**config.mk**
```make
export PLATFORM = sky130hd
export DESIGN_NAME = fetch_receive_flat
export DESIGN_NICKNAME = d
export VERILOG_FILES = /design/src/rtl/fetch_receive_if.sv /design/src/rtl/fetch_receive.sv /design/src/flat_wrapper.sv
export SDC_FILE = /design/constraint.sdc
export NUM_CORES = 1
export LEC_CHECK = 0
export BUFFER_PORTS_ARGS = -buffer_cell sky130_fd_sc_hd__buf_2
export CORE_ASPECT_RATIO = 0.8
export CORE_MARGIN = 4
export CORE_UTILIZATION = 43
export CTS_CLUSTER_DIAMETER = 120
export CTS_CLUSTER_SIZE = 16
export DETAILED_ROUTE_END_ITERATION = 7
export GPL_TIMING_DRIVEN = 0
export SLEW_MARGIN = 10
export SYNTH_ARGS = -nofsm -noshare
export SYNTH_HDL_FRONTEND = slang
export SYNTH_SLANG_ARGS = --single-unit
```
**constraint.sdc**
```tcl
create_clock -name clock -period 7.2 [get_ports clock]
set_input_delay 0.72 -clock clock [delete_from_list [all_inputs] [get_ports clock]]
set_output_delay 0.72 -clock clock [all_outputs]
set_load 0.02 [all_outputs]
```
**src/rtl/fetch_receive_if.sv**
```systemverilog
// Fetch-side request/response and decode-side presentation signals, bundled for fetch_receive.
// The slave modport is the receive block; the master modport is whoever drives it.
interface fetch_receive_if #(
    parameter int DATA_WIDTH   = 32,
    parameter int ADDRESS_BITS = 32
);
    logic [ADDRESS_BITS-1:0] issue_PC;
    logic                    issue_valid;
    logic [DATA_WIDTH-1:0]   i_mem_data;
    logic                    i_mem_valid;
    logic                    flush;
    logic                    stall;
    logic [DATA_WIDTH-1:0]   instruction;
    logic [ADDRESS_BITS-1:0] inst_PC;
    logic                    inst_valid;
    logic                    issue_stall;

    modport master (
        output issue_PC, issue_valid, i_mem_data, i_mem_valid, flush, stall,
        input  instruction, inst_PC, inst_valid, issue_stall
    );

    modport slave (
        input  issue_PC, issue_valid, i_mem_data, i_mem_valid, flush, stall,
        output instruction, inst_PC, inst_valid, issue_stall
    );
endinterface

```
**src/rtl/fetch_receive.sv**
```systemverilog
// Matches in-order instruction-memory responses to their request PCs and buffers them for decode.
// Responses belonging to requests issued before a flush are discarded without a separate counter.
module fetch_receive #(
    parameter int                    CORE         = 0,
    parameter int                    DATA_WIDTH   = 32,
    parameter int                    ADDRESS_BITS = 32,
    parameter logic [DATA_WIDTH-1:0] NOP          = 32'h00000013
) (
    input logic            clock,
    input logic            reset,
    fetch_receive_if.slave bus
);

    if (CORE < 0 || DATA_WIDTH < 1 || ADDRESS_BITS < 1) begin : g_param_check
        $error("fetch_receive: invalid parameters");
    end

    logic [1:0]              pending;
    logic [ADDRESS_BITS-1:0] pcq [2];
    logic                    pcq_rd, pcq_wr;
    logic [1:0]              pcq_cnt;
    logic [ADDRESS_BITS-1:0] of_pc [2];
    logic [DATA_WIDTH-1:0]   of_data [2];
    logic                    of_rd, of_wr;
    logic [1:0]              of_cnt;

    logic       issue_stall_i;
    logic       inst_valid_i;
    logic       fire, resp, accept, pop, pcq_push;
    logic [1:0] squashed;

    // Requests outstanding but no longer tracked in the PC queue are the squashed ones.
    always_comb begin
        issue_stall_i = ({1'b0, pending} + {1'b0, of_cnt}) >= 3'd2;
        inst_valid_i  = (of_cnt != 2'd0) && !bus.flush;
        fire          = bus.issue_valid && !issue_stall_i;
        resp          = bus.i_mem_valid && (pending != 2'd0);
        squashed      = pending - pcq_cnt;
        accept        = resp && !bus.flush && (squashed == 2'd0);
        pcq_push      = fire && !bus.flush;
        pop           = inst_valid_i && !bus.stall;
    end

    assign bus.issue_stall = issue_stall_i;
    assign bus.inst_valid  = inst_valid_i;
    assign bus.instruction = inst_valid_i ? of_data[of_rd] : NOP;
    assign bus.inst_PC     = inst_valid_i ? of_pc[of_rd] : '0;

    always_ff @(posedge clock) begin
        if (reset) begin
            pending <= 2'd0;
            pcq_rd  <= 1'b0;
            pcq_wr  <= 1'b0;
            pcq_cnt <= 2'd0;
            of_rd   <= 1'b0;
            of_wr   <= 1'b0;
            of_cnt  <= 2'd0;
        end else begin
            case ({fire, resp})
                2'b10:   pending <= pending + 2'd1;
                2'b01:   pending <= pending - 2'd1;
                default: pending <= pending;
            endcase

            if (bus.flush) begin
                pcq_rd  <= 1'b0;
                pcq_wr  <= 1'b0;
                pcq_cnt <= 2'd0;
                of_rd   <= 1'b0;
                of_wr   <= 1'b0;
                of_cnt  <= 2'd0;
            end else begin
                if (pcq_push) pcq_wr <= ~pcq_wr;
                if (accept)   pcq_rd <= ~pcq_rd;
                pcq_cnt <= pcq_cnt + {1'b0, pcq_push} - {1'b0, accept};
                if (accept)   of_wr <= ~of_wr;
                if (pop)      of_rd <= ~of_rd;
                of_cnt <= of_cnt + {1'b0, accept} - {1'b0, pop};
            end
        end
    end

    // Storage carries no reset; occupancy counters alone decide what is live.
    always_ff @(posedge clock) begin
        if (pcq_push) pcq[pcq_wr] <= bus.issue_PC;
        if (accept) begin
            of_pc[of_wr]   <= pcq[pcq_rd];
            of_data[of_wr] <= bus.i_mem_data;
        end
    end

endmodule

```
**src/flat_wrapper.sv**
```systemverilog
// flat-port wrapper written by rule: the top's interface ports become plain ports
module fetch_receive_flat 
#(
    parameter int                    CORE         = 0,
    parameter int                    DATA_WIDTH   = 32,
    parameter int                    ADDRESS_BITS = 32,
    parameter logic [DATA_WIDTH-1:0] NOP          = 32'h00000013
)
  (clock, reset, bus_issue_PC, bus_issue_valid, bus_i_mem_data, bus_i_mem_valid, bus_flush, bus_stall, bus_instruction, bus_inst_PC, bus_inst_valid, bus_issue_stall);
  fetch_receive_if #(.DATA_WIDTH(DATA_WIDTH), .ADDRESS_BITS(ADDRESS_BITS)) bus_i ();
  input logic clock;
  input logic reset;
  input wire logic [$bits(bus_i.issue_PC)-1:0] bus_issue_PC;
  input wire logic [$bits(bus_i.issue_valid)-1:0] bus_issue_valid;
  input wire logic [$bits(bus_i.i_mem_data)-1:0] bus_i_mem_data;
  input wire logic [$bits(bus_i.i_mem_valid)-1:0] bus_i_mem_valid;
  input wire logic [$bits(bus_i.flush)-1:0] bus_flush;
  input wire logic [$bits(bus_i.stall)-1:0] bus_stall;
  output wire logic [$bits(bus_i.instruction)-1:0] bus_instruction;
  output wire logic [$bits(bus_i.inst_PC)-1:0] bus_inst_PC;
  output wire logic [$bits(bus_i.inst_valid)-1:0] bus_inst_valid;
  output wire logic [$bits(bus_i.issue_stall)-1:0] bus_issue_stall;
  assign bus_i.issue_PC = bus_issue_PC;
  assign bus_i.issue_valid = bus_issue_valid;
  assign bus_i.i_mem_data = bus_i_mem_data;
  assign bus_i.i_mem_valid = bus_i_mem_valid;
  assign bus_i.flush = bus_flush;
  assign bus_i.stall = bus_stall;
  assign bus_instruction = bus_i.instruction;
  assign bus_inst_PC = bus_i.inst_PC;
  assign bus_inst_valid = bus_i.inst_valid;
  assign bus_issue_stall = bus_i.issue_stall;
  fetch_receive #(.CORE(CORE), .DATA_WIDTH(DATA_WIDTH), .ADDRESS_BITS(ADDRESS_BITS), .NOP(NOP)) u_core (.clock(clock), .reset(reset), .bus(bus_i));
endmodule
```
* Word level (Yosys, flattened, before mapping)
Memory sizes are Yosys's and may differ from the RTL's. A register that Yosys moved wholly into a read port is not among the register bits.
Index checks and enable logic that the tools add are counted.
** Cells by class
- Add/sub/neg operators :: 8
- $mul :: 0
- Divide/modulo/power cells :: 0
- $lt $le $gt $ge :: 1
- Equal/unequal tests :: 2
- Shift-type cells :: 0
- Multiplexer cells :: 13
- Bitwise gates (word level) :: 4
- Reductions and logical operators :: 15
** Operators with widths (count)
- 32-bit 2-to-1 mux :: 2
- 1-bit 2-to-1 mux :: 10
- 1-bit logical AND :: 7
- 2-bit nonzero test :: 3
- 2-bit by 1-bit adder with 2-bit output :: 2
- 1-bit inverter :: 4
- 2-bit one-hot mux with 2 select lines :: 1
- 2-bit by 1-bit subtractor with 2-bit output :: 2
- 2-bit by 2-bit adder with 3-bit output :: 1
- 3-bit by 2-bit >= comparator with 1-bit output (second input constant) :: 1
- 1-bit logical NOT :: 3
- 2-bit by 1-bit adder with 2-bit output (second input constant) :: 1
- 2-bit by 1-bit == test with 1-bit output (second input constant) :: 1
- 2-bit == test (second input constant) :: 1
- 2-bit logical NOT :: 1
- 2-bit OR reduction :: 1
- 2-bit by 1-bit subtractor with 2-bit output (second input constant) :: 1
- 2-bit subtractor :: 1
** Storage, ports and cells
- Register bits :: 10
- Latch bits :: 0
- Bits in writable memories :: 192
- ROM bits :: 0
- Bits of input ports :: 70
- Output and inout bits :: 66
- Word-level logic and storage cells :: 53
- Memories :: 3
** Memory list
- u_core.of_data :: depth 2, width 32, rd ports 1, clocked after Yosys merged registers in 1, write ports 1, line fetch_receive.sv:23 : logic [DATA_WIDTH-1:0] of_data [2];
- u_core.of_pc :: depth 2, width 32, rd ports 1, clocked after Yosys merged registers in 1, write ports 1, line fetch_receive.sv:22 : logic [ADDRESS_BITS-1:0] of_pc [2];
- u_core.pcq :: depth 2, width 32, rd ports 1, clocked after Yosys merged registers in 1, write ports 1, line fetch_receive.sv:19 : logic [ADDRESS_BITS-1:0] pcq [2];

* Logic depth before layout (Yosys ltp)
- Word-level depth :: 7
- Mapped depth :: 9

* Worst setup path before layout
Ideal clock, no wire load.
- Path type :: in2reg
- Start :: input port bus_flush
- End :: memory u_core.of_data[0][0], enable pin
- Setup time :: 494 ps
- Data arrival time :: 4110 ps
- Path slack :: 2596 ps
- Stages on the path :: 3
- Buffers on the path :: 0
- Cells stage by stage :: nand2b_1 -> o22ai_4 -> nor2b_1
** On the way
- Longest elaborated chain between the ends :: 5
** Ends and longest elaborated chain
- start, declared :: line flat_wrapper.sv:17 : input wire logic [$bits(bus_i.flush)-1:0] bus_flush;
- 1-bit logical NOT :: line fetch_receive.sv:39 : accept = resp && !bus.flush && (squashed == 2'd0);
- 1-bit logical AND (2 in series) :: line fetch_receive.sv:39
- 1-bit 2-to-1 mux :: line fetch_receive.sv:86 : if (accept) begin
- 1-bit 2-to-1 mux (implied by the code) :: line fetch_receive.sv:88 : of_data[of_wr] <= bus.i_mem_data;
- end, declared :: line fetch_receive.sv:23
No other way between the ends.

* Worst setup path in the final report
- Start :: input port bus_flush
- End :: output port bus_inst_PC[25]
** On the way
- Longest elaborated chain between the ends :: 3
** Ends and longest elaborated chain
- 1-bit logical NOT :: line fetch_receive.sv:35 : inst_valid_i = (of_cnt != 2'd0) && !bus.flush;
- 1-bit logical AND :: line fetch_receive.sv:35
- 32-bit 2-to-1 mux :: line fetch_receive.sv:47 : assign bus.inst_PC = inst_valid_i ? of_pc[of_rd] : '0;
- end, declared :: line flat_wrapper.sv:20 : output wire logic [$bits(bus_i.inst_PC)-1:0] bus_inst_PC;
No other way between the ends.

==> flow_metrics.tcl <==
set metrics [dict create \
    grt_pass1_wl_um 21400 \
    finalSetupViolations 0 \
    firstDrtPassIters 4 \
    rows 43 \
    crit_path_end_kind "primary output" \
    min_to "u_core.pcq[1][7]" \
    wl_met1_um 6270 \
    num-nets-final 673 \
    tns_ns 0 \
    num_vias 4058 \
    core_um2 17500 \
    postSynthAreaPerCell_um2 17.6 \
    area_delta_synth_final_pct 20.5 \
    fmax_mhz 329 \
    cp_slowest_cell "clkbuf_1" \
    wl_per_cell_um 17.0 \
    post_drt_via_cell_ratio 4.85 \
    crit_family "buffers and inverters" \
    yosysTopAreaCellShare 0.746 \
    hp-start "bus_issue_PC[7]" \
    cts_resized 0 \
    placed_cells 807 \
    critPathBufInv 4 \
    cts_hold_buf 0 \
    ys_seq_elements 204 \
    hold_violations 0 \
    cp_cell_sequence "buf_2 -> o21bai_1 -> clkbuf_1 -> clkbuf_1 -> nor2_1 -> buf_2" \
    setup_ws_ns 4.16 \
    drt-initial-drc-count 228 \
    path_class "primary input to primary output" \
    worstMarginPinSlew_ns 0.655 \
    hold_depth 1 \
    initial_core_util 0.442 \
    crit_path_max_incr_delay_ns 0.52 \
    layout_min_cycle_time_ns 3.04 \
    grt-ovfl-total 0 \
    synth_area_um2 7730 \
    finalCritPeriodShare 0.422 \
    path_clk_slew_ns 0.07 \
    grt.total_usage 0.135 \
    worstPathArrival_ns 2.32 \
    grt_max_degree 41 \
    finalInstanceArea_um2 9310 \
    drt_wl_total_um 14200 \
    cts_tree "yes" \
    drc 0 \
    reg2reg_from "u_core.pending[0]" \
    place_congestion 0.750 \
    fin_skew_ns 0.0218 \
    numClockSinks 204 \
    die_x_um 158 \
    wl_met2_um 6530 \
    final_cell_mix "edfxtp_1, buf_2, nor2_1" \
    reg2reg_to "u_core.pcq[1][15]" \
    reg2reg_slack_ns 4.53 \
    netlist_instances 439 \
    drive_gt1_frac 0.343 \
    synth_edf_count 192 \
    synth.distinct_cells 32 \
    final_common_cell "edfxtp_1" \
    antenna_found_initial 1 \
    synth.area.top_cells "edfxtp_1, mux2i_1, mux2_2" \
    power_mw 2.31 \
    startpoint_type "primary input" \
    hold_class "primary input to register" \
    critPathMaxFanout 10 \
    io_buffers 135 \
    dpl_cell_area_um2 8820 \
    numCtsBuffers 16 \
    hpwl_um 9640 \
    relSlewSlack 0.562 \
    max_cap_viol_count 0 \
    met3_length_um 1090 \
    netlist.top_cell.by_area "edfxtp_1" \
    clk_latency_ns 0.48 \
    seq_area_frac_synth 0.777 \
    pin_count 136 \
    synth_top_flop_cell "edfxtp_1" \
    async_flop_share 0 \
    r2r_cells 6 \
    maxSlewViolCount 0 \
    status "complete, no violations" \
    power_density_nw_per_um2 248 \
    htreeDepth 1 \
    leakagePower_nw 3.30 \
    cts_setup_buffers 0 \
    place_ws_ns 4.11 \
    ys.warnings.count 0 \
    die_y_um 128 \
    top_layer_used "met5" \
    vdd_ir_drop_max_v 0.000162 \
    rsz0062_at_grt "false" \
    nFillCells 1407 \
    cts_buffer_depth 3 \
    first_global_vias 4182 \
    syn_nets 512 \
    final_cells 836 \
    required_ns 6.48 \
    root_buffer "clkbuf_16" \
    postRouteAntennaNets 0 \
    die_area_um2 20200 \
]
## power by group
group	total (mW)	switching [mW]	internal (mW)
Combinational	0.130	0.0717	0.0581
Sequential	1.35	0.0116	1.34
Clock	0.826	0.383	0.443
Total	2.31	0.467	1.84
## worst reg2reg max path, cell delays in order, from the launching register on
cell and delay [ns]:
dfxtp_1 0.30, buf_2 0.19, and2_1 0.17, fa_1 0.45, nor4b_2 0.53, and2_2 0.52
buf_16 0.23
## Yosys cell counts (2+ instances only)
master,instances
mux2i_1,64
buf_2,11
and2_1,3
ha_1,2
a21oi_1,3
nor3b_1,2
o21bai_1,2
edfxtp_1,192
mux2_2,29
clkbuf_1,9
xor2_1,4
nor2_1,73
inv_1,4
mux2_1,3
xnor2_1,6
nand2_1,4
nand3_1,2
dfxtp_1,12
## sequential cells by signal, indices dropped and copies added, names as in the netlist, named ones only
| register | cells |
|---|---|
| u_core.of_cnt | 2 |
| u_core.of_wr | 1 |
| u_core.pcq_cnt | 2 |
| u_core.of_data | 64 |
| u_core.pcq_wr | 1 |
| u_core.pcq | 64 |
| u_core.pcq_rd | 1 |
| u_core.of_rd | 1 |
| u_core.pending | 2 |
| u_core.of_pc | 64 |
## how the worst max path moves through the flow
stage,slack (ns),start,endpoint,depth (start not counted)
after floorplan,2.60,bus_flush,u_core.of_data[0][0],3
after global placement,0.62,bus_flush,u_core.of_pc[0][15],4
after detailed placement,4.11,bus_flush,bus_inst_PC[18],6
after CTS,4.11,bus_flush,bus_inst_PC[18],6
after global routing,4.02,bus_flush,bus_inst_PC[18],6
final,4.16,bus_flush,bus_inst_PC[25],6
## cells by family (layout without fill, tap and decap cells)
family	count (synthesis)	in the layout	share of synthesized area
DFF	204	204	0.777
buffers and inverters	24	195	0.0134
muxes	96	96	0.130
adders and majority gates	3	3	0.00583
other	0	1	0
xor gates and xnor gates	11	11	0.0134
and+or+nand+nor	93	93	0.0523
AOI/OAI and AO/OA	8	8	0.00810
## cell type report
class	count	area, µm²	share of cell area
antenna	1	2.50	0.000269
clock buffer	27	463	0.0497
buffer	20	88.8	0.00955
tap	225	282	0.0303
sequential	204	6010	0.645
multi-input combinational	211	1630	0.175
timing repair buffer	143	801	0.0860
inverter	4	15.0	0.00161
clock inverter	1	16.3	0.00175
## per-stage QoR
stage | utilization | hold slack, ns
final | 0.532 | 0.424
after CTS | 0.532 | 0.403
after detailed placement | 0.505 | 0.512
after global placement | 0.497 | 0.497
after floorplan | - | 0.481
after global routing | 0.532 | 0.404
## per-layer routing
layer  vias up  global-route usage
met1      1957               0.176
met4         2              0.0309
met2       124               0.226
li1       1954                   -
met5         -                   0
met3        21              0.0385
Note: power is estimated with default switching activity, not from simulation.
